**config.mk**
```make
export PLATFORM = sky130hd
export DESIGN_NAME = mac_accum_nbit_flat
export DESIGN_NICKNAME = d
export VERILOG_FILES = /design/src/rtl/mac_accum_nbit_if.sv /design/src/rtl/mac_accum_nbit.sv /design/src/flat_wrapper.sv
export SDC_FILE = /design/constraint.sdc
export NUM_CORES = 1
export LEC_CHECK = 0
export BUFFER_PORTS_ARGS = -buffer_cell sky130_fd_sc_hd__buf_4
export CORE_ASPECT_RATIO = 1.1
export CORE_UTILIZATION = 50
export CTS_BUF_LIST = sky130_fd_sc_hd__clkbuf_4 sky130_fd_sc_hd__clkbuf_8 sky130_fd_sc_hd__clkbuf_16
export DETAILED_ROUTE_END_ITERATION = 10
export PLACE_DENSITY = 0.7
export SLEW_MARGIN = 15
export SYNTH_ARGS = -nofsm -noshare
export SYNTH_HDL_FRONTEND = slang
export SYNTH_HIERARCHICAL = 1
export SYNTH_SLANG_ARGS = --single-unit
```
**constraint.sdc**
```tcl
create_clock -name clk -period 8.3 [get_ports clk]
set_input_delay 1.245 -clock clk [delete_from_list [all_inputs] [get_ports clk]]
set_output_delay 1.245 -clock clk [all_outputs]
set_load 0.05 [all_outputs]
```
**src/rtl/mac_accum_nbit_if.sv**
```systemverilog
`default_nettype none
// ============================================================================
//  Module   : mac_accum_nbit_if
//  Purpose  : Operand-stream, job-control and result handshake bundle for
//             the multiply-accumulate stage.
//  Revision : 1.0 - initial release
// ============================================================================
interface mac_accum_nbit_if #(
  parameter int WIDTH     = 32,
  parameter int LEN_WIDTH = 8
);
  logic                 start;
  logic [LEN_WIDTH-1:0] len;
  logic                 in_valid;
  logic                 in_ready;
  logic [WIDTH-1:0]     in_a;
  logic [WIDTH-1:0]     in_b;
  logic                 out_valid;
  logic                 out_ready;
  logic [WIDTH-1:0]     out_acc;
  logic                 out_wrap;
  logic                 busy;

  // Producer / consumer side (operand fetch and result sink)
  modport master (
    output start, len, in_valid, in_a, in_b, out_ready,
    input  in_ready, out_valid, out_acc, out_wrap, busy
  );

  // Accumulator side
  modport slave (
    input  start, len, in_valid, in_a, in_b, out_ready,
    output in_ready, out_valid, out_acc, out_wrap, busy
  );
endinterface
`default_nettype wire

```
**src/rtl/mac_accum_nbit.sv**
```systemverilog
`default_nettype none
// ============================================================================
//  Module   : mac_accum_nbit
//  Purpose  : Sequential multiply-accumulate stage. Registers each operand
//             pair, multiplies it with multiplier_nbit, accumulates the
//             truncated products and returns the sum through valid/ready.
//  Revision : 1.0 - initial release
// ============================================================================
module mac_accum_nbit #(
  parameter int WIDTH     = 32,
  parameter int IMPL_TYPE = 0,
  parameter int LEN_WIDTH = 8
) (
  input  logic              clk,
  input  logic              rst_n,
  mac_accum_nbit_if.slave   bus
);

  localparam logic [1:0] S_IDLE  = 2'd0;
  localparam logic [1:0] S_ACCUM = 2'd1;
  localparam logic [1:0] S_DRAIN = 2'd2;
  localparam logic [1:0] S_DONE  = 2'd3;

  logic [1:0]           r_state;
  logic [LEN_WIDTH-1:0] r_remaining;
  logic                 r_v;
  logic [WIDTH-1:0]     r_a;
  logic [WIDTH-1:0]     r_b;
  logic [WIDTH-1:0]     r_acc;
  logic                 r_wrap;

  logic                 w_hs;
  logic                 w_start;
  logic [WIDTH-1:0]     w_prod;
  logic [WIDTH:0]       w_sum;

  // A pair is consumed only while collecting operands
  assign w_hs    = bus.in_valid && (r_state == S_ACCUM);
  // start is honoured only when no job is in flight
  assign w_start = bus.start && (r_state == S_IDLE);

  multiplier_nbit #(
    .WIDTH     (WIDTH),
    .IMPL_TYPE (IMPL_TYPE)
  ) u_mul (
    .a (r_a),
    .b (r_b),
    .p (w_prod)
  );

  // Extra top bit captures the carry out of the accumulator
  assign w_sum = {1'b0, r_acc} + {1'b0, w_prod};

  // Job control: count accepted pairs, then drain the last product
  always_ff @(posedge clk) begin
    if (!rst_n) begin
      r_state     <= S_IDLE;
      r_remaining <= '0;
    end else begin
      case (r_state)
        S_IDLE: begin
          if (bus.start) begin
            if (bus.len != '0) begin
              r_remaining <= bus.len;
              r_state     <= S_ACCUM;
            end else begin
              r_state     <= S_DONE;
            end
          end
        end
        S_ACCUM: begin
          if (w_hs) begin
            r_remaining <= r_remaining - 1'b1;
            if (r_remaining == LEN_WIDTH'(1)) begin
              r_state <= S_DRAIN;
            end
          end
        end
        S_DRAIN: r_state <= S_DONE;
        S_DONE: begin
          if (bus.out_ready) begin
            r_state <= S_IDLE;
          end
        end
        default: r_state <= S_IDLE;
      endcase
    end
  end

  // Operand stage register feeding the combinational multiplier
  always_ff @(posedge clk) begin
    if (!rst_n) begin
      r_v <= 1'b0;
      r_a <= '0;
      r_b <= '0;
    end else begin
      r_v <= w_hs;
      if (w_hs) begin
        r_a <= bus.in_a;
        r_b <= bus.in_b;
      end
    end
  end

  // Accumulator: cleared on a new job, adds the staged product when valid
  always_ff @(posedge clk) begin
    if (!rst_n) begin
      r_acc  <= '0;
      r_wrap <= 1'b0;
    end else if (w_start) begin
      r_acc  <= '0;
      r_wrap <= 1'b0;
    end else if (r_v) begin
      r_acc  <= w_sum[WIDTH-1:0];
      r_wrap <= r_wrap | w_sum[WIDTH];
    end
  end

  assign bus.in_ready  = (r_state == S_ACCUM);
  assign bus.out_valid = (r_state == S_DONE);
  assign bus.out_acc   = r_acc;
  assign bus.out_wrap  = r_wrap;
  assign bus.busy      = (r_state != S_IDLE);

endmodule

// ============================================================================
//  Module   : multiplier_nbit
//  Purpose  : Combinational WIDTH x WIDTH multiplier returning the low WIDTH
//             bits of the product. IMPL_TYPE selects the adder structure.
//  Revision : 1.0 - initial release
// ============================================================================
module multiplier_nbit #(
  parameter int WIDTH     = 32,
  parameter int IMPL_TYPE = 0
) (
  input  logic [WIDTH-1:0] a,
  input  logic [WIDTH-1:0] b,
  output logic [WIDTH-1:0] p
);

  generate
    if (IMPL_TYPE == 0) begin : g_direct
      // Let synthesis pick the multiplier architecture
      assign p = a * b;
    end else begin : g_shift_add
      // Explicit shift-and-add array of partial products
      always_comb begin
        p = '0;
        for (int i = 0; i < WIDTH; i++) begin
          if (b[i]) begin
            p = p + (a << i);
          end
        end
      end
    end
  endgenerate

endmodule
`default_nettype wire

```
**src/flat_wrapper.sv**
```systemverilog
// flat-port wrapper written by rule: the top's interface ports become plain ports
module mac_accum_nbit_flat 
#(
  parameter int WIDTH     = 32,
  parameter int IMPL_TYPE = 0,
  parameter int LEN_WIDTH = 8
)
  (clk, rst_n, bus_start, bus_len, bus_in_valid, bus_in_a, bus_in_b, bus_out_ready, bus_in_ready, bus_out_valid, bus_out_acc, bus_out_wrap, bus_busy);
  mac_accum_nbit_if #(.WIDTH(WIDTH), .LEN_WIDTH(LEN_WIDTH)) bus_i ();
  input  logic clk;
  input  logic rst_n;
  input wire logic [$bits(bus_i.start)-1:0] bus_start;
  input wire logic [$bits(bus_i.len)-1:0] bus_len;
  input wire logic [$bits(bus_i.in_valid)-1:0] bus_in_valid;
  input wire logic [$bits(bus_i.in_a)-1:0] bus_in_a;
  input wire logic [$bits(bus_i.in_b)-1:0] bus_in_b;
  input wire logic [$bits(bus_i.out_ready)-1:0] bus_out_ready;
  output wire logic [$bits(bus_i.in_ready)-1:0] bus_in_ready;
  output wire logic [$bits(bus_i.out_valid)-1:0] bus_out_valid;
  output wire logic [$bits(bus_i.out_acc)-1:0] bus_out_acc;
  output wire logic [$bits(bus_i.out_wrap)-1:0] bus_out_wrap;
  output wire logic [$bits(bus_i.busy)-1:0] bus_busy;
  assign bus_i.start = bus_start;
  assign bus_i.len = bus_len;
  assign bus_i.in_valid = bus_in_valid;
  assign bus_i.in_a = bus_in_a;
  assign bus_i.in_b = bus_in_b;
  assign bus_i.out_ready = bus_out_ready;
  assign bus_in_ready = bus_i.in_ready;
  assign bus_out_valid = bus_i.out_valid;
  assign bus_out_acc = bus_i.out_acc;
  assign bus_out_wrap = bus_i.out_wrap;
  assign bus_busy = bus_i.busy;
  mac_accum_nbit #(.WIDTH(WIDTH), .IMPL_TYPE(IMPL_TYPE), .LEN_WIDTH(LEN_WIDTH)) u_core (.clk(clk), .rst_n(rst_n), .bus(bus_i));
endmodule
```
==> flow_summary.ini, run 1 <==
[run_status]
status = complete, no violations

[detailed_routing]
ant_nets = 0
firstDrtPassIters = 5
via_count = 16622
post_drt_wl_per_cell_um = 18.4
routed_wl_mm = 56.8
drc = 0
routed_via_density = 5.38
drt-initial-drc-count = 1030

[clock_tree]
clockBufferDepth = 2
postCtsSetupBuffers = 0
path_clk_slew_ps = 90
cts_tree = built
clk-insertion-delay-late_ps = 400
cts-root-buf = clkbuf_16
htree_levels = 3
postCtsHoldBufs = 0
cts.sinks = 108
numCtsBuffers = 9

[setup_path]
worstPathMaxFanout = 10
reg2reg_depth = 29
crit_path_end_kind = flip-flop
path_common_cell = fa_1
worstPathRequired_ps = 8580
crit_path_start_kind = flip-flop
critical_path.max_stage_delay_ps = 580
slowest_stage = fa_1
worst-setup-path-type = reg -> reg
crit_arrival_ps = 8310

[synthesis]
postSynthCellCount = 2416
synth.most_common_cell = fa_1
synth_area_mm2 = 0.0214
syn-num-nets = 3064
ys_warn_count = 6
synth-async-reset-ratio = 0
synthTopCellsByArea = fa_1 (38%), and2_1 (11%), dfxtp_1 (10%)
synth_ff_type = dfxtp_1
ys_ff_latch = 108
synth_common_cells = fa_1 (409), inv_1 (378), and2_1 (370), nand2_1 (345), ha_1 (162)
synth_top_area_cell = fa_1
ys_seq_area_frac = 0.101
yosysUniqueCellTypes = 68
synth_edf_count = 0
yosysTopAreaCellShare = 0.382
syn_avg_cell_area_um2 = 8.88

[floorplan]
fp.dieW_um = 199
num_rows = 79
io_pins = 113
start_util = 0.507
coreArea_mm2 = 0.0423
die-area_mm2 = 0.0437
die_h_um = 219

[global_route]
grt_pass1_wl_mm = 92.1
overflow = 0
grt_use_total = 0.274
antenna_found_initial = 1
first_global_vias = 17532
grt_max_degree = 65

[pwr]
p_leak_nw = 11.0
p_per_area_mw_per_mm2 = 101
ir_worst_vdd_uv = 204

[job]
maxCapViolCount = 0

[timing]
fmax_mhz = 125
worstMarginPinSlew_ps = 908
slew_viol_final = 0
finClkSkew_ps = 10.4
finalHoldViolCount = 0
finalSetupTns_ps = 0
fin_crit_ps = 8030
max_slew_margin = 0.392
fin_crit_sh = 0.967
setup_viol = 0

[final_layout]
drive_above_1_share = 0.114
postLayoutCoreUtil = 0.560
syn_to_final_growth_pct = 10.4
nNetsFinal = 3166
multiInputGateArea_mm2 = 0.0175
fill_cells = 3892
antenna_cells = 0
regArea_mm2 = 0.00221

[placed_design]
port_buffers = 112
dp_hpwl_mm = 47.1
gp_congestion = 0.936

[min_path]
min_path_type = reg -> reg
worstHoldPathCells = 2
critical path: cells and delay by family (launching register included):
kind	cells	cell delay, ps
flip-flops	1	390
adder cells (fa/ha/maj)	10	4610
XOR/XNOR	1	210
AND/OR/NAND/NOR	6	880
buffers and inverters	4	450
AO/OA/AOI/OAI	8	1350
worst paths after layout:
kind                                               to                         from  slack, ps
hold reg to reg           u_core/r_b[30]$_SDFFE_PN0P_  u_core/r_b[30]$_SDFFE_PN0P_        490
setup reg to reg  u_core/bus.out_acc[31]$_SDFFE_PP0P_  u_core/r_a[14]$_SDFFE_PN0P_        270
hold / removal            u_core/r_b[30]$_SDFFE_PN0P_  u_core/r_b[30]$_SDFFE_PN0P_        490
setup / recovery  u_core/bus.out_acc[31]$_SDFFE_PP0P_  u_core/r_a[14]$_SDFFE_PN0P_        270
cell families (layout without fill, tap and decap cells):
logic type | Yosys count | in the layout | share of synthesized area
xor+xnor | 109 | 109 | 0.0445
flops | 108 | 108 | 0.101
compound gates | 267 | 267 | 0.0840
buf+inv | 497 | 604 | 0.0881
mux | 17 | 17 | 0.00793
fa+ha+maj | 571 | 571 | 0.476
simple gates | 847 | 847 | 0.198
per-layer routing:
metal,global-route usage,wire length (um),vias up
met2,0.450,27100,523
met4,0.0934,1720,2
met5,0,13,-
met1,0.366,24600,8376
li1,-,-,7610
met3,0.0481,3450,111
where the power goes:
group,internal (mW),total (mW),switching (mW)
clock,0.213,0.450,0.237
sequential,0.589,0.757,0.167
combinational,0.461,1.18,0.714
total,1.26,2.38,1.12
per-stage QoR:
step                      hold slack (ps)  worst slack (ps)  total power, mW  std cells  instance area, um^2
after floorplan                       435               358             1.46       2416                21400
after global placement                466               217             1.89       3074                23300
after detailed placement              470             -17.9             1.92       3074                23300
after CTS                             481              22.8             2.37       3090                23600
after global routing                  507             -14.8             2.55       3090                23700
final                                 486               272             2.38       3090                23700
registers in the layout, summed over array words and instances (netlist names):
name                 count
u_core/r_v               1
u_core/r_remaining       8
u_core/r_a              32
u_core/r_b              32
u_core/bus.out_wrap      1
u_core/r_state           2
u_core/bus.out_acc      32
cell type report:
class                           instances  area share
Tap cell                              567      0.0300
Clock inverter                          6     0.00233
Timing Repair Buffer                  210      0.0666
Multi-Input combinational cell       1811       0.738
Sequential cell                       108      0.0933
Inverter                              378      0.0599
Clock buffer                           10     0.00983
what timing repair did:
item | in CTS | in global routing
pin swaps | 0 | 3
setup endpoints to repair | 1 | 10
gates resized for setup | 2 | 46
placed cells by master (no fill, tap or decap), types with 6 or more instances in the layout:
master,n
a211oi_1,10
a21boi_0,30
a21o_1,22
a21oi_1,89
a31oi_1,9
and2_1,369
buf_4,210
clkbuf_16,9
dfxtp_1,79
dfxtp_2,25
fa_1,409
ha_1,160
inv_1,378
mux2i_1,17
nand2_1,344
nand3_1,19
nand4_1,9
nor2_1,65
nor2b_1,9
nor3_1,11
o211ai_1,6
o21ai_0,25
o21ai_1,10
xnor2_1,78
xor2_1,31
Note: power is estimated with default switching activity, not from simulation.
==> run 2, diff against run 1 <==
--- a/config.mk
+++ b/config.mk
@@ -8,8 +8,9 @@
 export BUFFER_PORTS_ARGS = -buffer_cell sky130_fd_sc_hd__buf_4
 export CORE_ASPECT_RATIO = 1.1
 export CORE_UTILIZATION = 50
-export CTS_BUF_LIST = sky130_fd_sc_hd__clkbuf_4 sky130_fd_sc_hd__clkbuf_8 sky130_fd_sc_hd__clkbuf_16
+export CTS_BUF_LIST = sky130_fd_sc_hd__clkbuf_8 sky130_fd_sc_hd__clkbuf_16
 export DETAILED_ROUTE_END_ITERATION = 10
+export GPL_ROUTABILITY_DRIVEN = 0
 export PLACE_DENSITY = 0.7
 export SLEW_MARGIN = 15
 export SYNTH_ARGS = -nofsm -noshare
==> flow_summary.ini, run 2 (synthesis results as in run 1) <==
[run_status]
status = complete, no violations

[detailed_routing]
wl_met3_mm = 2.94
via_count = 16628
routed_wl_mm = 56.9
met2_length_mm = 27.3
ant_nets = 0
post_drt_wl_per_cell_um = 18.5
routed_via_density = 5.40
wl_met1_mm = 25.0
firstDrtPassIters = 5
drc = 0
top_layer = met4
drt-initial-drc-count = 980

[clock_tree]
cts_tree = built
cts-root-buf = clkbuf_16
htree_levels = 3
numCtsBuffers = 9
clk-insertion-delay-late_ps = 390
cts.sinks = 108
path_clk_slew_ps = 80
clockBufferDepth = 2

[min_path]
worstHoldPathCells = 2
hp-start = u_core/r_b[31]$_SDFFE_PN0P_
min_to = u_core/r_b[31]$_SDFFE_PN0P_
min_path_type = reg -> reg

[timing]
finClkSkew_ps = 9.66
fmax_mhz = 124
fin_crit_ps = 8040
holdWs_ps = 473
worstMarginPinSlew_ps = 1060
setup_viol = 0
max_slew_margin = 0.293
fin_crit_sh = 0.968
rsz0062_at_grt = true
finalHoldViolCount = 0
slew_viol_final = 0

[setup_path]
r2r_start = u_core/r_b[2]$_SDFFE_PN0P_
critical_path.max_stage_delay_ps = 550
crit_arrival_ps = 8300
critPathBufInv = 4
rrSetupSlack_ps = 260
cp_top_family = adder cells
worstPathRequired_ps = 8560
slowest_stage = fa_1
worstReg2RegEnd = u_core/bus.out_wrap$_SDFFE_PP0P_
crit_path_end_kind = flip-flop
crit_path_start_kind = flip-flop
reg2reg_depth = 29
path_common_cell = fa_1
worstPathMaxFanout = 20
worst-setup-path-type = reg -> reg

[global_route]
grt_max_degree = 65
antenna_found_initial = 0
grt_pass1_wl_mm = 91.7
overflow = 0
grt_use_total = 0.272
first_global_vias = 17533

[pwr]
p_per_area_mw_per_mm2 = 99.9
power.total_mw = 2.35
ir_worst_vdd_uv = 187
p_leak_nw = 10.9

[placed_design]
dp_hpwl_mm = 46.7
port_buffers = 112

[final_layout]
syn_to_final_growth_pct = 9.78
nNetsFinal = 3154
drive_above_1_share = 0.109
fill_cells = 3850
most-common-layout-cells = fa_1 (409), inv_1 (378), and2_1 (369), nand2_1 (344), buf_4 (196)
antenna_cells = 0
final_common_cell = fa_1

[floorplan]
io_pins = 113
coreArea_mm2 = 0.0423
die-area_mm2 = 0.0437
fp.dieW_um = 199
num_rows = 79
start_util = 0.507
die_h_um = 219

[job]
maxCapViolCount = 0
run 2: report_power, final:
| group | internal [mW] | leakage, nW | switching [mW] |
|---|---|---|---|
| registers | 0.589 | 0.891 | 0.172 |
| clock network | 0.209 | 0.140 | 0.232 |
| logic | 0.442 | 9.90 | 0.707 |
| total | 1.24 | 10.9 | 1.11 |
run 2: how the worst max path moves through the flow:
| stage | startpoint | to | cells after the start | slack (ps) |
|---|---|---|---|---|
| after floorplan | u_core/r_b[3]$_SDFFE_PN0P_ | u_core/bus.out_acc[27]$_SDFFE_PP0P_ | 28 | 360 |
| after global placement | u_core/r_b[4]$_SDFFE_PN0P_ | u_core/bus.out_acc[30]$_SDFFE_PP0P_ | 28 | 160 |
| after detailed placement | u_core/r_b[12]$_SDFFE_PN0P_ | u_core/bus.out_acc[30]$_SDFFE_PP0P_ | 30 | 20 |
| after CTS | u_core/r_b[4]$_SDFFE_PN0P_ | u_core/bus.out_acc[30]$_SDFFE_PP0P_ | 28 | 6 |
| after global routing | u_core/r_b[2]$_SDFFE_PN0P_ | u_core/bus.out_acc[30]$_SDFFE_PP0P_ | 28 | -10 |
| final | u_core/r_b[2]$_SDFFE_PN0P_ | u_core/bus.out_wrap$_SDFFE_PP0P_ | 29 | 260 |
run 2: layout make-up:
type / count / area (um^2) / share of cell area
multi-input cells: 1811 / 17400 / 0.740
flip-flops and latches: 108 / 2210 / 0.0938
repair buffers: 198 / 1490 / 0.0635
inverters: 378 / 1420 / 0.0603
well taps: 567 / 709 / 0.0301
clock buffers: 9 / 225 / 0.00957
clock inverters: 7 / 57.6 / 0.00244
run 2: routing by layer:
metal  global-route usage  up-vias
met2                0.451      569
met3               0.0326      111
met5                    0        -
li1                     -     7587
met1                0.367     8361
met4               0.0969        0
run 2: stage by stage:
step                      worst slack, ps  cell area (um^2)  TNS (ps)  cells   util
after floorplan                       358             21400         0   2416      -
after global placement                161             23200         0   3061  0.548
after detailed placement             20.0             23200         0   3061  0.548
after CTS                            6.19             23500         0   3077  0.554
after global routing                -11.0             23500     -17.2   3078  0.556
final                                 264             23500         0   3078  0.556
run 2: worst reg2reg max path: cells and delay by family (launching register included):
kind / cells / cell delay, ps
adder cells (fa/ha/maj): 10 / 4660
AO/OA/AOI/OAI: 9 / 1730
AND/OR/NAND/NOR: 5 / 710
flip-flops: 1 / 430
buffers and inverters: 4 / 220
XOR/XNOR: 1 / 170
run 2: repair_timing:
action                     CTS  global route
hold buffers                 0             0
buffers inserted             0             1
setup endpoints to repair    1            11
pin swaps                    0             1
resized for setup            1            40
gates cloned                 0             0
